**config.mk**
```make
export PLATFORM = sky130hd
export DESIGN_NAME = varredor_mux_4_1
export DESIGN_NICKNAME = d
export VERILOG_FILES = /design/src/rtl/varredor_mux_4_1.sv
export SDC_FILE = /design/constraint.sdc
export NUM_CORES = 1
export LEC_CHECK = 0
export CORE_AREA = 5 5 49 51
export DETAILED_ROUTE_END_ITERATION = 16
export DIE_AREA = 0 0 54 56
export PLACE_DENSITY = 0.73
export SYNTH_ARGS = -nofsm -noshare
export SYNTH_HDL_FRONTEND = slang
export SYNTH_SLANG_ARGS = --single-unit
```
**constraint.sdc**
```tcl
create_clock -name clk -period 2.2 [get_ports clk]
set_input_delay 0.33 -clock clk [delete_from_list [all_inputs] [get_ports clk]]
set_output_delay 0.33 -clock clk [all_outputs]
set_load 0.005 [all_outputs]
```
**src/rtl/varredor_mux_4_1.sv**
```systemverilog
// Select sequencer and sampler for a 4:1 mux: steps s1/s0 over the enabled channels,
// waits a settle time per channel, captures y, and pulses valid once per scan frame.
module varredor_mux_4_1 #(
  parameter int SETTLE_CYCLES = 2,
  parameter int CNT_W         = 4
) (
  input  logic       clk,
  input  logic       rst,
  input  logic       start,
  input  logic       continuous,
  input  logic [3:0] ch_mask,
  input  logic       y,
  output logic       s1,
  output logic       s0,
  output logic [3:0] amostras,
  output logic       valid,
  output logic       busy
);

  localparam logic [1:0] ST_IDLE   = 2'd0;
  localparam logic [1:0] ST_SETTLE = 2'd1;
  localparam logic [1:0] ST_DONE   = 2'd2;

  localparam logic [CNT_W-1:0] SETTLE_LD = CNT_W'(SETTLE_CYCLES);
  localparam logic [CNT_W-1:0] CNT_ONE   = CNT_W'(1);

  generate
    if (SETTLE_CYCLES < 1 || SETTLE_CYCLES > (1 << CNT_W) - 1) begin : g_bad_settle
      $error("varredor_mux_4_1: SETTLE_CYCLES=%0d outside 1..2^CNT_W-1", SETTLE_CYCLES);
    end
  endgenerate

  logic [1:0]       state_q, state_d;
  logic [1:0]       sel_q, sel_d;
  logic [CNT_W-1:0] cnt_q, cnt_d;
  logic [3:0]       mask_q, mask_d;
  logic [3:0]       amostras_q, amostras_d;

  // Returns {found, channel}: lowest enabled channel with index >= from.
  function automatic logic [2:0] first_enabled(input logic [3:0] m, input int from);
    logic [2:0] res;
    res = 3'b000;
    for (int i = 3; i >= 0; i--) begin
      if (m[i] && i >= from) begin
        res = {1'b1, 2'(i)};
      end
    end
    return res;
  endfunction

  logic [2:0] launch_pick;
  logic [2:0] next_pick;

  assign launch_pick = first_enabled(ch_mask, 0);
  assign next_pick   = first_enabled(mask_q, int'(sel_q) + 1);

  always_comb begin
    state_d    = state_q;
    sel_d      = sel_q;
    cnt_d      = cnt_q;
    mask_d     = mask_q;
    amostras_d = amostras_q;

    case (state_q)
      ST_IDLE: begin
        if (start) begin
          mask_d = ch_mask;
          if (launch_pick[2]) begin
            sel_d   = launch_pick[1:0];
            cnt_d   = SETTLE_LD;
            state_d = ST_SETTLE;
          end else begin
            state_d = ST_DONE;
          end
        end
      end

      ST_SETTLE: begin
        cnt_d = cnt_q - CNT_ONE;
        if (cnt_q == CNT_ONE) begin
          amostras_d[sel_q] = y;
          if (next_pick[2]) begin
            sel_d = next_pick[1:0];
            cnt_d = SETTLE_LD;
          end else begin
            state_d = ST_DONE;
          end
        end
      end

      ST_DONE: begin
        // Continuous mode relaunches exactly as a start from IDLE would.
        if (continuous) begin
          mask_d = ch_mask;
          if (launch_pick[2]) begin
            sel_d   = launch_pick[1:0];
            cnt_d   = SETTLE_LD;
            state_d = ST_SETTLE;
          end else begin
            state_d = ST_DONE;
          end
        end else begin
          state_d = ST_IDLE;
        end
      end

      default: begin
        state_d = ST_IDLE;
      end
    endcase
  end

  always_ff @(posedge clk) begin
    if (rst) begin
      state_q    <= ST_IDLE;
      sel_q      <= 2'b00;
      cnt_q      <= '0;
      mask_q     <= 4'b0000;
      amostras_q <= 4'b0000;
    end else begin
      state_q    <= state_d;
      sel_q      <= sel_d;
      cnt_q      <= cnt_d;
      mask_q     <= mask_d;
      amostras_q <= amostras_d;
    end
  end

  assign s1       = sel_q[1];
  assign s0       = sel_q[0];
  assign amostras = amostras_q;
  assign valid    = (state_q == ST_DONE);
  assign busy     = (state_q != ST_IDLE);

endmodule

```
==> After elaboration in Yosys (flattened, before gate mapping) <==
Index checks and enable logic that the tools add are counted.
{ "totals": {"reg_bits": 16, "inputBits": 9, "output_inout_bits": 8, "wordCells": 67} }
{ "op_classes": {"add_sub_neg": 2, "n_lt_le_gt_ge": 6, "n_eq_ne": 8, "muxes": 32, "reduce_logical": 14} }
{ "op_table": {"columns": ["cell", "count"], "rows": [
  ["2-to-1 mux 4 bit", 7],
  ["2-to-1 mux 3 bit", 8],
  ["2-to-1 mux 2 bit", 10],
  ["case mux 2 bit (3 select lines)", 2],
  ["case mux 4 bit (3 select lines)", 1],
  ["inequality test 2 bit, second input constant", 5],
  ["AND reduction 3 bit", 3],
  ["case mux 4 bit (2 select lines)", 1],
  ["greater-or-equal comparator 1 x 3 -> 1 bit, first input constant", 2],
  ["greater-or-equal comparator 2 x 3 -> 1 bit, first input constant", 2],
  ["logical AND 1 bit", 5],
  ["AND reduction 5 bit", 1],
  ["bitwise mux 4 bit", 1],
  ["== test 4 x 1 -> 1 bit, second input constant", 1],
  ["nonzero test 2 bit", 2],
  ["subtractor 4 x 1 -> 4 bit, second input constant", 1],
  ["adder 2 x 1 -> 3 bit, second input constant", 1],
  ["< comparator 2 x 3 -> 1 bit, second input constant", 1],
  ["nonzero test 3 bit", 1],
  ["demux 1 bit (select 2 bit)", 1],
  ["== test 2 x 1 -> 1 bit, second input constant", 1],
  ["== test 2 bit, second input constant", 1],
  ["greater-or-equal comparator 2 x 1 -> 1 bit, second input constant", 1],
  ["zero test 2 bit", 1],
  ["2 further kinds", 2]
]} }

==> Longest topological paths before layout <==
{ "depth": {"word_depth": 10, "ltp_mapped": 7, "mapped_depth_nobuf": 7} }

==> Least setup slack after synthesis <==
OpenSTA, ideal clock, no wires.
{ "synth_timing": {"kind": "register -> register", "startpoint": "reg cnt_q[1]", "endpoint": "reg sel_q[0]", "setup_time_ns": 0.125, "arrival_time_ns": 1.493, "required_time_ns": 2.075, "path_slack_ns": 0.582, "stages_incl_launch_ff": 8, "path_buffers": 0, "synth_period_minus_slack_ns": 1.618, "path_cell_list": "dfxtp_1 -> inv_1 -> ha_1 -> nor3b_2 -> mux2i_1 -> a311oi_2 -> or2_4 -> a211oi_2"} }
{ "synth_via": {"elab_chain_cells": 3} }
{ "synth_lines": {"columns": ["item", "line", "rtl"], "rows": [
  ["start, declared", "35", "logic [CNT_W-1:0] cnt_q, cnt_d;"],
  ["start signal, assigned", "123", "cnt_q <= cnt_d;"],
  ["== test 4 x 1 -> 1 bit", "80", "if (cnt_q == CNT_ONE) begin"],
  ["inequality test 2 bit (no source line)", null, null],
  ["AND reduction 5 bit (no source line)", null, null],
  ["end signal, assigned", "122", "sel_q <= sel_d;"],
  ["end, declared", "34", "logic [1:0] sel_q, sel_d;"]
]} }
Every way passes these cells.
A chain may end at the register's enable or synchronous reset.

==> Worst setup path in the final report <==
{ "layout_timing": {"startpoint": "reg cnt_q[1]", "endpoint": "reg sel_q[1]"} }
Same word-level chain as after synthesis.

==> flow_summary.yaml <==
yosys:
  synth_cell_type_count: 39
  synth_ff_type: "dfxtp_1"
  yosysSeqAreaShare_pct: 34.0
  synth_area_um2: 882
  yosys_warnings: 0
  synth_xor_area_share_pct: 1.99
  synth-compound-area-share_pct: 18.2
  synthTopCellsByCount: "15 x dfxtp_1, 15 x nor2_1, 9 x mux2i_1"
  synth_edf_count: 0
  synth_cells: 99
  syn_nets: 110
  synth_top_family_by_area: "simple AND/OR/NAND/NOR gates"
  synth-seq-cells: 15
  yosys.area.top_type_share_pct: 34.0
  synthSimpleGateAreaFrac_pct: 25.0
  synth-adder-area-share_pct: 2.84
  avgSynthCellArea_um2: 8.91
  muxShareOfSynthArea_pct: 12.8
  async_flop_share_pct: 0
  synth.area.top_cells: "dfxtp_1 34%, mux2i_1 10%, nor2_1 6.4%"
  yosys.area.top_type: "dfxtp_1"
sta:
  fmax_mhz: 508
  clock-skew-final_ns: 0.00798
  worst_hold_slack_ns: 0.521
  post-route-min-period_ns: 1.97
  finalCritPeriodShare_pct: 89.4
  finalMaxSlewViolations: 0
  slew_headroom_pct: 59.9
  tightestPinTransition_ns: 0.600
  setup_viol: 0
  hold_viol_final: 0
  finalSetupTns_ns: 0
  rsz0062_at_grt: "false"
cts:
  cts_tree: "built"
  ctsResizeCount: 0
  post_cts_buffers: 0
  root_buffer: "clkbuf_4"
  htree_levels: 1
  cts_buffer_depth: 2
  clk_pin_slew_ns: 0.09
  cts.sinks: 15
  clock_latency_ns: 0.29
  cts_buffers: 3
  cts_hold_buf: 0
detailed_routing:
  dr.pass1.iters: 4
  drt-met1-wl_um: 912
  vias_per_cell: 5.28
  drc: 0
  wl_met2_um: 861
  top_layer: "met4"
  routed_wl_um: 1920
  antenna_left: 0
  met3WireLength_um: 99
  wl_per_cell_um: 13.3
  initialDrtViolationCount: 14
  vias: 766
global_routing:
  grt_remaining_overflow: 0
  antenna_found_initial: 0
  grt_pass1_vias: 727
  grt_pass1_wl_um: 3340
  grt_use_total_pct: 14.9
  grt_max_degree: 16
cells_and_area:
  finalInstanceArea_um2: 1100
  nNetsFinal: 130
  layout-drive-gt1-share_pct: 14.4
  n_fill_cell: 177
  antenna_cells: 0
  multi_input_area_um2: 536
  area_delta_synth_final_pct: 24.4
  post-route-util_pct: 57.7
  regArea_um2: 300
setup_path:
  max_stage_delay_ns: 0.41
  crit_type: "reg2reg"
  path_cells: "inv_1 > ha_1 > nor3b_2 > mux2i_1 > a311oi_2 > or2_4 > a221oi_2"
  crit_required_ns: 2.34
  endpoint_kind: "flip-flop"
  arrival_ns: 2.11
  rrSetupSlack_ns: 0.23
  cpMaxStageDelayCell: "a311oi_2"
  crit_fanout: 6
  start_kind: "flip-flop"
power_and_ir_drop:
  seq_power_share_pct: 45.8
  p_clk_share_pct: 21.1
  switchingPower_uw: 247
  p_comb_share_pct: 33.1
  cellPowerDensity_nw_per_um2: 683
  leakagePower_uw: 0.000420
  ir_drop_mv: 0.475
  p_int_uw: 502
  netSwitchingFraction_pct: 33.0
job:
  max_cap_viol_count: 0
floorplan:
  row_count: 16
  fp.dieH_um: 56
  initial_utilization_pct: 46.4
  die_w_um: 54
  die_area_um2: 3020
  ios: 17
  core_area_um2: 1900
place:
  dp_hpwl_um: 1460
  post_dp_cell_area_um2: 1070
  place_congestion: 0.804
  numPortBuffers: 16
run_status:
  status: "finished, final reports clean"
min_path:
  hold_path_class: "reg2reg"
==> final timing paths <==
path | from | to | depth (start not counted)
setup reg to reg | cnt_q[1] | sel_q[1] | 7
setup / recovery | cnt_q[1] | sel_q[1] | 7
hold reg to reg | amostras[2] | amostras[2] | 2
hold / removal | amostras[2] | amostras[2] | 2
==> cells in the final DEF, fill, tap and decap left out, types with 2 or more instances in the layout <==
cell / Yosys / routed
a211oi_2: 2 / 2
o21ai_0: 2 / 2
buf_4: 0 / 2
clkdlybuf4s50_1: 0 / 16
mux2i_1: 9 / 9
or3_1: 2 / 2
inv_1: 7 / 7
clkbuf_4: 0 / 3
dfxtp_1: 15 / 15
mux2_2: 2 / 2
ha_1: 2 / 2
nand2_1: 5 / 5
a21oi_1: 4 / 4
nand3_1: 3 / 3
nor3_1: 5 / 5
nor2_1: 15 / 15
==> per-layer routing <==
layer | GRT usage (%) | vias up
li1 | - | 396
met1 | 19.8 | 351
met2 | 20.9 | 15
met3 | 4.02 | 4
met4 | 8.54 | 0
met5 | 0 | -
==> cell type report <==
| cell class | instances | area share (%) |
|---|---|---|
| Timing Repair Buffer | 18 | 16.0 |
| Tap cell | 27 | 3.08 |
| Clock buffer | 4 | 2.39 |
| Sequential cell | 15 | 27.4 |
| Inverter | 7 | 2.39 |
| Multi-Input combinational cell | 74 | 48.8 |
==> flip-flops by register name (all words and copies together) (netlist names) <==
register  flops
cnt_q         4
state_q       2
mask_q        3
sel_q         2
amostras      4
==> power by group through the flow <==
| stage | Combinational (µW) | Sequential, µW | Clock, µW |
|---|---|---|---|
| floorplan | 183 | 332 | 0 |
| global placement | 243 | 348 | 0 |
| detailed placement | 248 | 349 | 0 |
| CTS | 250 | 343 | 165 |
| finish | 248 | 343 | 158 |
| global route | 277 | 350 | 173 |
==> per-stage QoR <==
step | cells | power (µW) | setup slack [ns]
3_5_place_dp | 141 | 597 | 0.00375
6_report | 145 | 749 | 0.232
4_1_cts | 145 | 758 | 0.221
2_1_floorplan | 99 | 516 | 0.582
3_3_place_gp | 141 | 591 | 0.0164
5_1_grt | 145 | 800 | 0.0749
==> logic make-up (layout without fill, tap and decap cells) <==
| kind of cell | after synthesis | in the layout |
|---|---|---|
| AND/OR/NAND/NOR | 40 | 40 |
| AO/OA/AOI/OAI | 19 | 19 |
| flip-flops | 15 | 15 |
| multiplexers | 11 | 11 |
| buffers and inverters | 10 | 29 |
| adder cells (fa/ha/maj) | 2 | 2 |
| XOR/XNOR | 2 | 2 |
==> worst max-delay path: cells and delay by family (launching register included) <==
family | cells | cell delay, ns
adder cells (fa/ha/maj) | 1 | 0.14
AO/OA/AOI/OAI | 2 | 0.48
flip-flops | 1 | 0.32
AND/OR/NAND/NOR | 2 | 0.61
multiplexers | 1 | 0.18
buffers and inverters | 1 | 0.10
Note: power is estimated with default switching activity, not from simulation.
